<file path="src/rtl/pipe_ctrl_pkg.sv">
// Shared control-path types for the pipelined control unit.
// MUL/DIV decode is built only when MULTICYCLE_EN is defined.
package pipe_ctrl_pkg;

    localparam int OPC_W = 4;
    localparam int FNC_W = 4;
    localparam int ALU_W = 3;

    localparam logic [OPC_W-1:0] OP_NOP   = 4'b0000;
    localparam logic [OPC_W-1:0] OP_JMP   = 4'b0001;
    localparam logic [OPC_W-1:0] OP_BGT   = 4'b0100;
    localparam logic [OPC_W-1:0] OP_BLT   = 4'b0101;
    localparam logic [OPC_W-1:0] OP_BEQ   = 4'b0110;
    localparam logic [OPC_W-1:0] OP_LBU   = 4'b1000;
    localparam logic [OPC_W-1:0] OP_SB    = 4'b1001;
    localparam logic [OPC_W-1:0] OP_LW    = 4'b1010;
    localparam logic [OPC_W-1:0] OP_SW    = 4'b1011;
    localparam logic [OPC_W-1:0] OP_ADDI  = 4'b1100;
    localparam logic [OPC_W-1:0] OP_ATYPE = 4'b1111;

    localparam logic [FNC_W-1:0] FN_ADD = 4'b0000;
    localparam logic [FNC_W-1:0] FN_SUB = 4'b0001;
    localparam logic [FNC_W-1:0] FN_MUL = 4'b0100;
    localparam logic [FNC_W-1:0] FN_DIV = 4'b0101;

    localparam logic [ALU_W-1:0] ALU_ADD = 3'b000;
    localparam logic [ALU_W-1:0] ALU_SUB = 3'b001;
    localparam logic [ALU_W-1:0] ALU_MUL = 3'b100;
    localparam logic [ALU_W-1:0] ALU_DIV = 3'b101;

    localparam logic [1:0] BR_EQ = 2'b00;
    localparam logic [1:0] BR_LT = 2'b01;
    localparam logic [1:0] BR_GT = 2'b10;

    localparam logic [1:0] WB_ALU = 2'b00;
    localparam logic [1:0] WB_MEM = 2'b01;
    localparam logic [1:0] WB_PC  = 2'b10;

    typedef struct packed {
        logic             alu_src_a;
        logic             alu_src_b;
        logic [ALU_W-1:0] alu_op;
        logic             brnch;
        logic             jmp;
        logic [1:0]       brnch_op;
        logic             illegal;
        logic             mem_r;
        logic             mem_w;
        logic             byte_en;
        logic             reg_w;
        logic             r15_w;
        logic [1:0]       wb_src;
    } ctrl_t;

    localparam ctrl_t CTRL_ZERO = '0;

    function automatic logic is_mc(input ctrl_t c);
        return (c.alu_op == ALU_MUL) || (c.alu_op == ALU_DIV);
    endfunction

endpackage

</file>
<file path="src/rtl/pipe_ctrl_unit_decode.sv">
// Combinational opcode/funct to control-bundle decoder (ctrl_decode).
// MUL/DIV funct codes decode as legal only when MULTICYCLE_EN is defined.
module ctrl_decode
    import pipe_ctrl_pkg::*;
#(
    parameter int OP_W = 4,
    parameter int FN_W = 4
) (
    input  logic [OP_W-1:0] opcode,
    input  logic [FN_W-1:0] funct,
    output ctrl_t           ctrl
);

    logic [ALU_W-1:0] a_op;
    logic             a_ok;

    always_comb begin
        a_op = ALU_ADD;
        a_ok = 1'b1;
        case (funct)
            FN_ADD:  a_op = ALU_ADD;
            FN_SUB:  a_op = ALU_SUB;
`ifdef MULTICYCLE_EN
            FN_MUL:  a_op = ALU_MUL;
            FN_DIV:  a_op = ALU_DIV;
`endif
            default: a_ok = 1'b0;
        endcase
    end

    always_comb begin
        ctrl = CTRL_ZERO;
        unique case (1'b1)
            (opcode == OP_ATYPE): begin
                if (a_ok) begin
                    ctrl.alu_op = a_op;
                    ctrl.reg_w  = 1'b1;
                    ctrl.wb_src = WB_ALU;
                end else begin
                    ctrl.illegal = 1'b1;
                end
            end
            (opcode == OP_LBU): begin
                ctrl.mem_r     = 1'b1;
                ctrl.byte_en   = 1'b1;
                ctrl.reg_w     = 1'b1;
                ctrl.wb_src    = WB_MEM;
                ctrl.alu_src_b = 1'b1;
            end
            (opcode == OP_SB): begin
                ctrl.mem_w     = 1'b1;
                ctrl.byte_en   = 1'b1;
                ctrl.alu_src_b = 1'b1;
            end
            (opcode == OP_LW): begin
                ctrl.mem_r     = 1'b1;
                ctrl.reg_w     = 1'b1;
                ctrl.wb_src    = WB_MEM;
                ctrl.alu_src_b = 1'b1;
            end
            (opcode == OP_SW): begin
                ctrl.mem_w     = 1'b1;
                ctrl.alu_src_b = 1'b1;
            end
            (opcode == OP_ADDI): begin
                ctrl.reg_w     = 1'b1;
                ctrl.alu_src_b = 1'b1;
                ctrl.alu_op    = ALU_ADD;
            end
            (opcode == OP_BLT): begin
                ctrl.brnch    = 1'b1;
                ctrl.brnch_op = BR_LT;
                ctrl.alu_op   = ALU_SUB;
            end
            (opcode == OP_BGT): begin
                ctrl.brnch    = 1'b1;
                ctrl.brnch_op = BR_GT;
                ctrl.alu_op   = ALU_SUB;
            end
            (opcode == OP_BEQ): begin
                ctrl.brnch    = 1'b1;
                ctrl.brnch_op = BR_EQ;
                ctrl.alu_op   = ALU_SUB;
            end
            (opcode == OP_JMP): begin
                ctrl.jmp    = 1'b1;
                ctrl.r15_w  = 1'b1;
                ctrl.wb_src = WB_PC;
            end
            (opcode == OP_NOP): begin
                ctrl = CTRL_ZERO;
            end
            default: ctrl.illegal = 1'b1;
        endcase
    end

endmodule

</file>
<file path="src/rtl/pipe_ctrl_unit.sv">
// Pipelined control unit: ID decode, ID/EX..MEM/WB control registers,
// flush/stall bubbles and the MULTICYCLE_EN-guarded MUL/DIV sequencer.
module pipe_ctrl_unit
    import pipe_ctrl_pkg::*;
#(
    parameter int OP_W    = 4,
    parameter int FN_W    = 4,
    parameter int ALUOP_W = 3,
    parameter int MC_LAT  = 4
) (
    input  logic               clk,
    input  logic               rst_n,
    input  logic [OP_W-1:0]    opcode,
    input  logic [FN_W-1:0]    funct,
    input  logic               hazard_stall,
    input  logic               brnch_taken,
    output logic               ex_aluSrcA,
    output logic               ex_aluSrcB,
    output logic [ALUOP_W-1:0] ex_aluOP,
    output logic               ex_brnch,
    output logic               ex_jmp,
    output logic [1:0]         ex_brnchOP,
    output logic               ex_illegal,
    output logic               mem_memR,
    output logic               mem_memW,
    output logic               mem_byteEN,
    output logic               wb_regW,
    output logic               wb_R15w,
    output logic [1:0]         wb_WBsrc,
    output logic               pc_stall,
    output logic               IF_IDclr,
    output logic               mc_busy
);

    if (MC_LAT < 2) begin : g_lat_chk
        $error("MC_LAT must be at least 2");
    end

    ctrl_t id_ctrl;
    ctrl_t id_ex;
    ctrl_t ex_mem;
    ctrl_t mem_wb;
    logic  flush;
    logic  busy;
    logic  mc_last;
    logic  mc_drain;

    ctrl_decode #(
        .OP_W (OP_W),
        .FN_W (FN_W)
    ) u_decode (
        .opcode (opcode),
        .funct  (funct),
        .ctrl   (id_ctrl)
    );

    assign flush = (id_ex.brnch & brnch_taken) | id_ex.jmp;

`ifdef MULTICYCLE_EN
    localparam int CW = $clog2(MC_LAT);

    typedef enum logic {IDLE, BUSY} mc_state_t;

    mc_state_t     state;
    mc_state_t     state_nx;
    logic [CW-1:0] cnt;
    logic [CW-1:0] cnt_nx;
    logic          drain_q;
    logic          drain_nx;

    always_ff @(posedge clk or negedge rst_n) begin
        if (!rst_n) begin
            state   <= IDLE;
            cnt     <= '0;
            drain_q <= 1'b0;
        end else begin
            state   <= state_nx;
            cnt     <= cnt_nx;
            drain_q <= drain_nx;
        end
    end

    always_comb begin
        state_nx = state;
        cnt_nx   = cnt;
        drain_nx = 1'b0;
        mc_last  = 1'b0;
        unique case (state)
            IDLE: begin
                if (!flush && !hazard_stall && is_mc(id_ctrl)) begin
                    state_nx = BUSY;
                    cnt_nx   = CW'(MC_LAT - 1);
                end
            end
            BUSY: begin
                cnt_nx = cnt - CW'(1);
                if (cnt == CW'(1)) begin
                    state_nx = IDLE;
                    mc_last  = 1'b1;
                    drain_nx = 1'b1;
                end
            end
        endcase
    end

    assign busy     = (state == BUSY);
    // MUL/DIV already went to MEM on the last busy edge; its final EX
    // cycle must not send a second copy.
    assign mc_drain = drain_q;
`else
    assign busy     = 1'b0;
    assign mc_last  = 1'b0;
    assign mc_drain = 1'b0;
`endif

    always_ff @(posedge clk or negedge rst_n) begin
        if (!rst_n) begin
            id_ex  <= CTRL_ZERO;
            ex_mem <= CTRL_ZERO;
            mem_wb <= CTRL_ZERO;
        end else begin
            mem_wb <= ex_mem;
            if (flush)
                id_ex <= CTRL_ZERO;
            else if (busy)
                id_ex <= id_ex;
            else if (hazard_stall)
                id_ex <= CTRL_ZERO;
            else
                id_ex <= id_ctrl;
            if (busy && !mc_last)
                ex_mem <= CTRL_ZERO;
            else if (mc_drain)
                ex_mem <= CTRL_ZERO;
            else
                ex_mem <= id_ex;
        end
    end

    assign pc_stall = rst_n & (busy | (hazard_stall & ~flush));
    assign IF_IDclr = flush;
    assign mc_busy  = busy;

    assign ex_aluSrcA = id_ex.alu_src_a;
    assign ex_aluSrcB = id_ex.alu_src_b;
    assign ex_aluOP   = id_ex.alu_op;
    assign ex_brnch   = id_ex.brnch;
    assign ex_jmp     = id_ex.jmp;
    assign ex_brnchOP = id_ex.brnch_op;
    assign ex_illegal = id_ex.illegal;

    assign mem_memR   = ex_mem.mem_r;
    assign mem_memW   = ex_mem.mem_w;
    assign mem_byteEN = ex_mem.byte_en;

    assign wb_regW  = mem_wb.reg_w;
    assign wb_R15w  = mem_wb.r15_w;
    assign wb_WBsrc = mem_wb.wb_src;

endmodule

</file>
<file path="config.mk">
export PLATFORM = sky130hd
export DESIGN_NAME = pipe_ctrl_unit
export DESIGN_NICKNAME = d
export VERILOG_FILES = /design/src/rtl/pipe_ctrl_pkg.sv /design/src/rtl/pipe_ctrl_unit_decode.sv /design/src/rtl/pipe_ctrl_unit.sv
export SDC_FILE = /design/constraint.sdc
export NUM_CORES = 1
export LEC_CHECK = 0
export BUFFER_PORTS_ARGS = -buffer_cell sky130_fd_sc_hd__buf_2
export CAP_MARGIN = 10
export CORE_ASPECT_RATIO = 0.7
export CORE_MARGIN = 4
export CORE_UTILIZATION = 40
export DETAILED_ROUTE_END_ITERATION = 16
export PLACE_DENSITY = 0.68
export SLEW_MARGIN = 0
export SYNTH_ARGS = -nofsm -noshare
export SYNTH_HDL_FRONTEND = slang
export SYNTH_SLANG_ARGS = --single-unit
</file>
<file path="constraint.sdc">
create_clock -name clk -period 1.2 [get_ports clk]
set_input_delay 0.06 -clock clk [delete_from_list [all_inputs] [get_ports clk]]
set_output_delay 0.06 -clock clk [all_outputs]
set_load 0.02 [all_outputs]
</file>
==> qor.yml <==
sta:
  slew_viol_final: 0
  skew_ns: 0.00466
  min_period_over_period_pct: 101
  setup_ws_ns: -0.0121
  setup_violations: 1
  max_freq_ghz: 0.825
  rsz0062_at_grt: "true"
  min_period_ns: 1.21
  hold_viol: 0
die:
  die_x_um: 61.9
  initial_utilization_pct: 43.1
  die-area_sq_mm: 0.00283
  num_rows: 13
  pin_count: 32
  fp.dieH_um: 45.7
  core-area_sq_mm: 0.00189
setup_path:
  critical_path_class: "register to primary output"
  cp-end-kind: "primary output"
  cp.required_ns: 1.14
  crit_fanout: 3
  crit_arrival_ns: 1.15
  cp-start-kind: "register"
route:
  via_per_inst: 4.70
  wirelength_um: 1410
  routedWlPerCell_um: 12.1
  drc_errors: 0
  ant_nets: 0
  drt_iter0_markers: 8
  firstDrtPassIters: 3
  vias: 550
cts:
  clock_sinks: 21
  cts-buffers-inserted: 3
  cts-root-buf: "clkbuf_4"
  cts_buffer_depth: 2
  cts_tree: "built"
  clk_pin_slew_worst_paths_ns: 0.12
  clk_latency_ns: 0.31
  htree_levels: 1
logic_synthesis:
  ys_seq_area_share_pct: 64.6
  yosysTopAreaCell: "dfrtp_1"
  async_flop_share_pct: 100
  netlist_area_sq_um: 813
  ys_warn_count: 0
  yosysMostFrequentCell: "dfrtp_1"
  synth_cell_types: 23
  synth_top_area_share_pct: 64.6
  ys.flop_type: "dfrtp_1"
  synth_common_cells: "dfrtp_1 (21), buf_4 (8), nor2_1 (6)"
  syn-instance-count: 67
  synth_edf_count: 0
  ys_top_cells_by_area: "dfrtp_1 (65%), buf_4 (7.4%), nor2_1 (2.8%), a211oi_4 (2.5%), a21oi_1 (2.5%)"
  syn_avg_cell_area_sq_um: 12.1
  synth-seq-cells: 21
min_path:
  hp-class: "input pin to register"
placed_design:
  io_buffers: 27
  place_inst: 109
  place_congestion: 0.733
job:
  maxCapViolCount: 0
global_route:
  grt_max_degree: 22
  grt_pass1_wl_um: 2260
  track_usage_pct: 11.4
  grt_overflow_total: 0
  antenna_found_initial: 0
  grt_pass1_vias: 527
status:
  violations: "negative setup slack"
  status: "finished, violations left"
layout:
  nNetsFinal: 108
  fin_util_pct: 52.9
  synthToLayoutAreaGrowth_pct: 22.6
  diodes: 0
  drive_gt1_share_pct: 43.2
  instances_no_fill: 117
power:
  power.density_mw_per_mm2: 1240
  leakagePower_nw: 0.574
  irDropWorstVdd_uv: 667
## flip-flops by register name (all words and copies together), names as in the netlist
signal,count
mem_memR,1
ex_brnchOP,2
ex_brnch,1
ex_mem,3
wb_WBsrc,1
wb_R15w,1
mem_byteEN,1
ex_aluSrcB,1
ex_jmp,1
ex_aluOP,1
id_ex,5
wb_regW,1
ex_illegal,1
mem_memW,1
## cells in the final DEF (no fill, tap or decap)
cell and n:
dfrtp_1 21, nand2b_1 2, buf_4 6, clkbuf_4 3
a21o_1 1, nand3_1 1, o21ai_0 2, nand3b_1 1
and3_1 2, a211oi_4 1, nand2_1 4, conb_1 4
nor3_2 1, nor4b_2 1, nor2b_1 1, nor3_1 1
dlygate4sd3_1 1, or3_4 1, a211oi_1 1, a21oi_1 4
o211a_1 2, o21ai_2 1, buf_2 26, clkinv_2 1
nor2_1 6
## kinds of logic after synthesis
group                  count (synthesis)  synth area share (%)
AOI/OAI and AO/OA                     12                  11.1
and+or+nand+nor                       21                  14.3
DFF                                   21                  64.6
other                                  1                 0.461
buffers and inverters                 12                  9.54
## metal layers
layer / up-vias / GRT usage [%] / part of all wire (%)
li1: 264 / - / -
met1: 256 / 13.8 / 42
met2: 25 / 16.9 / 44
met3: 5 / 5.95 / 12
met4: 0 / 5.08 / 1.3
met5: - / 0 / 0
## worst max-delay path, stage by stage (launching register included)
cell and delay (ns):
dfrtp_1 0.44, a21o_1 0.18, nor2_1 0.08, buf_4 0.14
## per-stage QoR
step / cell area, sq um / setup TNS, ns / total power (W) / hold WS, ns / setup slack (ns)
after detailed placement: 925 / 0 / 0.000896 / 0.0693 / 0.0210
after floorplan: 825 / 0 / 0.000846 / -0.236 / 0.0239
after global placement: 925 / 0 / 0.000892 / 0.0763 / 0.0593
after global routing: 997 / -0.115 / 0.00129 / 0.0288 / -0.0807
after CTS: 972 / -0.0247 / 0.00124 / 0.00528 / -0.0247
final: 997 / -0.0121 / 0.00123 / 0.0255 / -0.0121
## power by group
part           switching (W)  internal, W
Combinational       0.000101    0.0000600
Clock               0.000214     0.000125
Sequential        0.00000624     0.000727
Total               0.000321     0.000912
## what timing repair did
action	in CTS	in global routing
pin swaps	3	1
endpoints found under the setup margin	2	8
cloned	0	0
endpoints found under the hold margin	21	0
hold buffers	1	0
buffers inserted	1	2
resized for setup	1	2
## final timing paths
check,slack [ns],endpoint,start,depth (start not counted)
worst min register to register,0.36,wb_R15w$_DFF_PN0_,ex_mem[1]$_DFF_PN0_,0
worst min-delay path,0.03,id_ex[4]$_DFF_PN0_,opcode[1],2
worst max register to register,0.01,ex_illegal$_DFF_PN0_,ex_brnch$_DFF_PN0_,4
max in group asynchronous,0.74,ex_mem[3]$_DFF_PN0_,rst_n,3
worst max-delay path,-0.01,pc_stall,ex_brnch$_DFF_PN0_,3
min in group asynchronous,0.26,id_ex[5]$_DFF_PN0_,rst_n,3
## final cells by class
type                            instances  area [sq um]
Sequential cell                        21           526
Clock buffer                            3          22.5
Timing Repair Buffer                   33           185
Clock inverter                          1          5.00
Multi-Input combinational cell         37           231
Tap cell                               22          27.5
Fill cell                             176           890
Note: power is estimated with default switching activity, not from simulation.
